`config.mk`:
```
export PLATFORM = sky130hd
export DESIGN_NAME = add_test_sequencer
export DESIGN_NICKNAME = d
export VERILOG_FILES = /design/src/rtl/add_test_sequencer_pkg.sv /design/src/rtl/add_test_sequencer_delay_line.sv /design/src/rtl/add_test_sequencer.sv
export SDC_FILE = /design/constraint.sdc
export NUM_CORES = 1
export LEC_CHECK = 0
export BUFFER_PORTS_ARGS = -buffer_cell sky130_fd_sc_hd__buf_2
export CAP_MARGIN = 0
export CORE_MARGIN = 5
export CORE_UTILIZATION = 28
export DETAILED_ROUTE_END_ITERATION = 16
export HOLD_SLACK_MARGIN = 0.02
export PLACE_DENSITY = 0.54
export SYNTH_ARGS = -nofsm -noshare
export SYNTH_HDL_FRONTEND = slang
export SYNTH_SLANG_ARGS = --single-unit
```
`constraint.sdc`:
```
create_clock -name pll_clock -period 3.08 [get_ports pll_clock]
set_input_delay 0.616 -clock pll_clock [delete_from_list [all_inputs] [get_ports pll_clock]]
set_output_delay 0.616 -clock pll_clock [all_outputs]
set_load 0.02 [all_outputs]
```
`src/rtl/add_test_sequencer_pkg.sv`:
```
// add_test_sequencer_pkg: CSR map, STATUS bit positions and sequencer states
package add_test_sequencer_pkg;
  localparam logic [2:0] CSR_CTRL    = 3'd0;
  localparam logic [2:0] CSR_STATUS  = 3'd1;
  localparam logic [2:0] CSR_START   = 3'd2;
  localparam logic [2:0] CSR_COUNT   = 3'd3;
  localparam logic [2:0] CSR_LATENCY = 3'd4;
  localparam logic [2:0] CSR_CYCLES  = 3'd5;
  localparam logic [2:0] CSR_RSVD    = 3'd6;
  localparam logic [2:0] CSR_ID      = 3'd7;
  localparam int STAT_BUSY     = 0;
  localparam int STAT_DONE     = 1;
  localparam int STAT_LOCK_ERR = 2;
  localparam int STAT_PLL_LOCK = 3;
  typedef enum logic [2:0] {IDLE, WAIT_LOCK, RUN, DRAIN, DONE} state_t;
endpackage

```
`src/rtl/add_test_sequencer_delay_line.sv`:
```
// seq_addr_delay_line: flushable shift register with a runtime-selected output tap
module seq_addr_delay_line #(
  parameter int WIDTH = 12,
  parameter int DEPTH = 8
) (
  input  logic                       pll_clock,
  input  logic                       resetn,
  input  logic                       flush,
  input  logic [WIDTH-1:0]           din,
  input  logic [$clog2(DEPTH+1)-1:0] lat,
  output logic [WIDTH-1:0]           dout
);
  localparam int LW = $clog2(DEPTH+1);
  logic [WIDTH-1:0] stage [1:DEPTH];
  always_ff @(posedge pll_clock or negedge resetn) begin
    if (!resetn) begin
      for (int i = 1; i <= DEPTH; i++) stage[i] <= '0;
    end else if (flush) begin
      for (int i = 1; i <= DEPTH; i++) stage[i] <= '0;
    end else begin
      stage[1] <= din;
      for (int i = 2; i <= DEPTH; i++) stage[i] <= stage[i-1];
    end
  end
  assign dout = lat == '0 ? din : lat > LW'(DEPTH) ? '0 : stage[lat];
endmodule

```
`src/rtl/add_test_sequencer.sv`:
```
// add_test_sequencer: CSR-programmed operand read burst with latency-aligned result writes
module add_test_sequencer
  import add_test_sequencer_pkg::*;
#(
  parameter int ADDR_WIDTH = 11,
  parameter int MAX_LAT    = 8,
  parameter int ID         = 8
) (
  input  logic                  pll_clock,
  input  logic                  resetn,
  input  logic                  read,
  input  logic                  write,
  input  logic [2:0]            address,
  input  logic [31:0]           writedata,
  output logic [31:0]           readdata,
  input  logic                  pll_lock,
  output logic [ADDR_WIDTH-1:0] r_addr,
  output logic                  r_en,
  output logic [ADDR_WIDTH-1:0] w_addr,
  output logic                  we,
  output logic                  busy
);
  localparam int LW = $clog2(MAX_LAT+1);
  localparam int IW = ADDR_WIDTH + 1;
  state_t state, nxt;
  logic [ADDR_WIDTH-1:0] start_addr;
  logic [IW-1:0] count, idx, idx_nxt;
  logic [LW-1:0] lat, lat_wr;
  logic [31:0] cycles, status, rd_data;
  logic done, lock_err, set_done;
  logic wr_ctrl, wr_status, go, abort, active, lock_drop, flush;
  assign wr_ctrl   = write && address == CSR_CTRL;
  assign wr_status = write && address == CSR_STATUS;
  assign abort     = wr_ctrl && writedata[1];
  assign go        = wr_ctrl && writedata[0] && !writedata[1] && (state == IDLE || state == DONE);
  assign active    = state == RUN || state == DRAIN;
  assign busy      = active || state == WAIT_LOCK;
  assign lock_drop = active && !pll_lock;
  assign flush     = abort || lock_drop;
  assign r_en      = state == RUN;
  assign r_addr    = start_addr + idx[ADDR_WIDTH-1:0];
  assign lat_wr    = writedata == 32'd0 ? LW'(1) : writedata > 32'(MAX_LAT) ? LW'(MAX_LAT) : writedata[LW-1:0];
  always_comb begin
    nxt = state;
    idx_nxt = idx;
    set_done = 1'b0;
    case (state)
      IDLE, DONE: if (go) begin
        nxt = count == '0 ? DONE : WAIT_LOCK;
        set_done = count == '0;
        idx_nxt = '0;
      end
      WAIT_LOCK: nxt = pll_lock ? RUN : WAIT_LOCK;
      RUN: begin
        nxt = idx == count - 1'b1 ? DRAIN : RUN;
        idx_nxt = idx == count - 1'b1 ? IW'(1) : idx + 1'b1;
      end
      DRAIN: begin
        nxt = idx == IW'(lat) ? DONE : DRAIN;
        set_done = idx == IW'(lat);
        idx_nxt = idx + 1'b1;
      end
      default: nxt = IDLE;
    endcase
    if (flush) begin
      nxt = IDLE;
      set_done = 1'b0;
    end
  end
  always_ff @(posedge pll_clock or negedge resetn) begin
    if (!resetn) begin
      state <= IDLE;
      idx <= '0;
      start_addr <= '0;
      count <= '0;
      lat <= LW'(MAX_LAT);
      cycles <= '0;
      done <= 1'b0;
      lock_err <= 1'b0;
      readdata <= '0;
    end else begin
      state <= nxt;
      idx <= idx_nxt;
      cycles <= go ? '0 : (active && cycles != '1) ? cycles + 1'b1 : cycles;
      done <= set_done || (done && !go && !(wr_status && writedata[STAT_DONE]));
      lock_err <= lock_drop || (lock_err && !go && !(wr_status && writedata[STAT_LOCK_ERR]));
      if (write && !busy && address == CSR_START) start_addr <= writedata[ADDR_WIDTH-1:0];
      if (write && !busy && address == CSR_COUNT) count <= writedata[ADDR_WIDTH:0];
      if (write && !busy && address == CSR_LATENCY) lat <= lat_wr;
      if (read) readdata <= rd_data;
    end
  end
  always_comb begin
    status = '0;
    status[STAT_BUSY] = busy;
    status[STAT_DONE] = done;
    status[STAT_LOCK_ERR] = lock_err;
    status[STAT_PLL_LOCK] = pll_lock;
  end
  assign rd_data = address == CSR_STATUS  ? status
                 : address == CSR_START   ? 32'(start_addr)
                 : address == CSR_COUNT   ? 32'(count)
                 : address == CSR_LATENCY ? 32'(lat)
                 : address == CSR_CYCLES  ? cycles
                 : address == CSR_ID      ? 32'(ID)
                 : address == CSR_RSVD    ? 32'd0 : 32'd0;
  seq_addr_delay_line #(.WIDTH(ADDR_WIDTH + 1), .DEPTH(MAX_LAT)) u_delay (
    .pll_clock(pll_clock),
    .resetn(resetn),
    .flush(flush),
    .din({r_en, r_addr}),
    .lat(lat),
    .dout({we, w_addr})
  );
endmodule
```
Yosys cells after proc, flatten, opt, wreduce, memory -nomap -nowiden
Index checks and enable logic that the tools add are counted.
{"block": "op_classes", "n_addsub": 4, "n_reduce_logical": 39, "order_cmp": 3, "bitwise_logic": 1, "eq_ne": 15, "muxes": 29}
{"op": "$mux W32", "n": 7}
{"op": "$mux W96", "n": 1}
{"op": "$mux W12", "n": 6}
{"op": "$bmux W12 S4", "n": 1}
{"op": "$pmux W12 S3", "n": 1}
{"op": "$add A32 B1 Y32 const B", "n": 1}
{"op": "$gt A32 B4 Y1 const B", "n": 1}
{"op": "$logic_not A32 Y1", "n": 1}
{"op": "$ne A32 B32 Y1 const B", "n": 1}
{"op": "$logic_and A1 B1 Y1", "n": 18}
{"op": "$add A12 B1 Y12 const B", "n": 1}
{"op": "$eq A12 B12 Y1", "n": 1}
{"op": "$eq A12 B4 Y1", "n": 1}
{"op": "$eq A3 B2 Y1 const B", "n": 4}
{"op": "$eq A3 B3 Y1 const B", "n": 4}
{"op": "$logic_not A12 Y1", "n": 1}
{"op": "$mux W3", "n": 4}
{"op": "$mux W4", "n": 3}
{"op": "$pmux W3 S4", "n": 1}
{"op": "$sub A12 B1 Y12 const B", "n": 1}
{"op": "$add A11 B11 Y11", "n": 1}
{"op": "$eq A3 B1 Y1 const B", "n": 2}
{"op": "$logic_not A1 Y1", "n": 6}
{"op": "$logic_not A3 Y1", "n": 2}
{"op": "14 further kinds", "n": 21}
{"block": "word_totals", "out_inout_bits": 57, "word_cells": 108, "regBits": 204, "inputBits": 40}

Longest topological paths before layout
{"block": "logic_depth", "word_depth": 9, "mapped_depth": 9}

Modules after synthesis
A second synthesis with hierarchy kept.
{"block": "hier_totals", "hier_cells": 968, "area_unflattened_um2": 10052.1}
{"module": "add_test_sequencer", "cells_per_inst": 651, "area_each_um2": 6062.1, "n_inst": 1}
{"module": "seq_addr_delay_line", "cells_per_inst": 317, "area_each_um2": 3990.1, "n_inst": 1}

Worst setup path before layout
No wires, ideal clock.
{"block": "synth_path", "kind": "register -> output", "startpoint": "reg idx[0]", "endpoint": "out w_addr[4]", "setup_slack_ns": 0.010, "t_arrival_ns": 2.454, "t_required_ns": 2.464, "path_stages_with_launch": 10, "n_path_buf": 0, "path_cell_list": "dfrtp_1 > ha_1 > inv_1 > fa_1 > nor2b_1 > o21a_1 > nor2_1 > xnor2_1 > o21ai_0 > o21ai_0"}
{"block": "synth_via", "elab_chain_cells": 2}
{"element": "start, declared", "line_no": "add_test_sequencer.sv:27", "source": "logic [IW-1:0] count, idx, idx_nxt;"}
{"element": "start signal, assigned", "line_no": "add_test_sequencer.sv:83", "source": "idx <= idx_nxt;"}
{"element": "$add A11 B11 Y11", "line_no": "add_test_sequencer.sv:41", "source": "assign r_addr = start_addr + idx[ADDR_WIDTH-1:0];"}
{"element": "via r_addr[4]", "line_no": "add_test_sequencer.sv:17", "source": "output logic [ADDR_WIDTH-1:0] r_addr,"}
{"element": "$mux W12", "line_no": "add_test_sequencer_delay_line.sv:25", "source": "assign dout = lat == '0 ? din : lat > LW'(DEPTH) ? '0 : stage[lat];"}
{"element": "end, declared", "line_no": "add_test_sequencer.sv:19", "source": "output logic [ADDR_WIDTH-1:0] w_addr,"}
The timed path passes the listed nets, and every way through them passes these cells.

Final worst setup path
{"block": "layout_path", "startpoint": "reg idx[0]", "endpoint": "out w_addr[10]"}
{"block": "layout_via", "elab_chain_cells": 2}
{"element": "$add A11 B11 Y11", "line_no": "add_test_sequencer.sv:41"}
{"element": "$mux W12", "line_no": "add_test_sequencer_delay_line.sv:25"}
No other way between the ends.

==> metrics.txt <==
outcome=finished with violations; failing checks=negative setup slack; GRT Residual Overflow=0; Place WS=-0.09141 ns; VDD IR-drop max=392.8 uV; met2 wire len=12300 um; RSZ-0062 raised after global routing=yes; Hold WC Path Type=in2async; mux contribution to synthesized area=0.07368; clock input transition at the sequential cells of the worst setup and hold paths=0.06 ns; fin crit share=1.156; GRT Resource Usage Total=0.1355; Synth area leaders=dfrtp_1 50%, and2_1 5.7%, o21ai_0 3.7%; core area=35660 sq um; DR WL/cell=17.09 um; DP Cell Count=1558; latest clock arrival within the worst-skew pair=0.52 ns; register area share after synthesis=0.5045; Netlist Area Pre-Place=10120 sq um; Worst setup startpoint=idx[0]; adder-cell share of the synthesized area=0.01805; Unique masters post-synth=64; Clock H-tree levels=1; Die Area=40050 sq um; Final WS setup=-0.4813 ns; Clock Tree Root=clkbuf_16; Highest Signal Layer=met4; non-filler cells, final=1626; Pwr Total=0.009970 W; hold_buf cts=0; critical path class=reg2out; post-route antenna net violation count=0; Post-DP HPWL=19500 um; simple-gate share of the synthesized area=0.2057; IO buf count=96; Worst-Margin Slew=0.7315 ns; # DRC=0; chip height=200.1 um; Inserted Clock Buffers=24; Worst EP arrival=2.95 ns; Crit path required time=2.46 ns; Sink Count=204; max frequency=0.2808 GHz; synth warn=0; share of cells above drive strength 1=0.2506; Clock Skew=0.02613 ns; # diodes=0; M1 WL=13510 um; Post-Synth XOR/XNOR Area=0.04673; most frequent cell after synthesis=dfrtp_1; pin count of the biggest net entering global routing=71; Max clock buf depth=3; metal3 WL=1496 um; Slew Limit Fails=0; Startpoint Class=flip-flop; RD Place Congestion=0.8444; worst r2r src=count[0]; post-synth top area share=0.5019; Syn Inst Count=1011; TritonRoute pass-1 iters=5; max cap viols=0; Synth top cells by count=203 x dfrtp_1, 92 x and2_1, 81 x nor2_1; combinational family with the most area after synthesis=simple AND/OR/NAND/NOR gates; final-report hold violation count=0; Fill cells=3550; Post-Syn Nets=1065; first-pass GRT wire length=45110 um; Via Count=7959; io pins=97; Routed WL=27800 um; Initial Utilization=0.2839; routed vias/inst=4.895; Final Hold Slack=0.1074 ns; Synth Register Bits=204; initial antenna violation count=0; Main synth FF type=dfrtp_1; EDFF count, synth=0; CTS tree=done; Final Net Count=1202; asr flop ratio synth=1.000; Compound-Gate Fraction of Synth Area=0.1123; power per cell area=788.0 nW/um^2; DIE WIDTH=200.1 um; fin crit period=3.561 ns; Iter 0 DRT Violations=501; static leakage=5.482 nW; Syn-to-layout area delta=25.01%; critical-path maximum fanout=2; number of global-route vias before repair=8031; Synth area leader=dfrtp_1; relative slew slack=0.5101; Syn Area/Cell=10.01 sq um; row count=69; Crit. End Element=primary output; Setup violations, final=13
## flip-flops by register name, indices dropped and copies added, names as in the netlist
name and flops:
u_delay.stage 96, cycles 32, readdata 32, count 12, idx 12, start_addr 11
lat 4, state 3, done 1, lock_err 1
## metal layers
metal  up-vias  track usage
li1       3810            -
met1      3918       0.2008
met2       200       0.2101
met3        31      0.02232
met4         0      0.02852
met5         -            0
## what timing repair did
item | in CTS | in global routing
pin swaps | 16 | 19
gates resized for setup | 52 | 30
setup endpoints to repair | 15 | 17
setup buffers | 18 | 17
## where the power goes
part | internal [W] | switching, W
clock | 0.00168 | 0.00112
sequential | 0.00353 | 0.000675
combinational | 0.00148 | 0.00148
## kinds of logic (layout without fill, tap and decap cells)
| kind of cell | after synthesis | in the layout |
|---|---|---|
| fa+ha+maj | 14 | 14 |
| simple gates | 400 | 400 |
| compound gates | 180 | 180 |
| flops | 204 | 204 |
| mux | 57 | 57 |
| buf+inv | 102 | 256 |
| xor+xnor | 54 | 54 |
## path summary, 6_finish.rpt
path / to / slack, ns / depth (start not counted)
worst max register to register: idx[7] / 0.36 / 9
max in group asynchronous: readdata[16] / 2.19 / 2
worst max-delay path: w_addr[10] / -0.48 / 10
worst min-delay path: u_delay.stage[20] / 0.11 / 1
min in group pll_clock: count[11] / 0.34 / 2
worst min register to register: u_delay.stage[71] / 0.46 / 1
## cell type report
cell class | count | area, sq um | area share
Clock buffer | 35 | 671.9 | 0.05311
Clock inverter | 8 | 103.9 | 0.008208
Inverter | 40 | 150.1 | 0.01187
Multi-Input combinational cell | 705 | 4843 | 0.3828
Sequential cell | 204 | 5111 | 0.4040
Tap cell | 461 | 576.8 | 0.04559
Timing Repair Buffer | 173 | 1195 | 0.09444
## through the flow
step | instance area, sq um | TNS [ns] | util
floorplan | 10120 | 0 | -
global placement | 11380 | -0.03082 | 0.3193
detailed placement | 11380 | -0.09141 | 0.3193
CTS | 12410 | -1.853 | 0.3481
global route | 12650 | -3.317 | 0.3548
finish | 12650 | -2.127 | 0.3548
## layout by cell type, fill, tap and decap left out, drive strengths merged, types with 8 or more instances in the layout
| cell type | instances |
|---|---|
| xor2 | 25 |
| o21ai | 76 |
| nor4 | 19 |
| and3 | 13 |
| nand3 | 34 |
| a211oi | 10 |
| a21oi | 28 |
| a22o | 9 |
| mux2i | 25 |
| mux2 | 20 |
| mux4 | 12 |
| nand4 | 14 |
| a31oi | 8 |
| xnor2 | 29 |
| dfrtp | 203 |
| inv | 40 |
| ha | 13 |
| buf | 172 |
| nor3 | 28 |
| nor2 | 81 |
| and2 | 92 |
| clkbuf | 36 |
| nand2 | 75 |
## critical path, stage by stage, from the launching register on
cell and delay [ns]:
dfrtp_1 0.36, ha_2 0.20, inv_2 0.04, fa_2 0.36, nor2b_4 0.16, o2111ai_4 0.14
a31oi_4 0.23, mux2i_2 0.30, nor2_2 0.08, a221o_1 0.39, buf_6 0.15
Power figures use the tool's default switching activity.
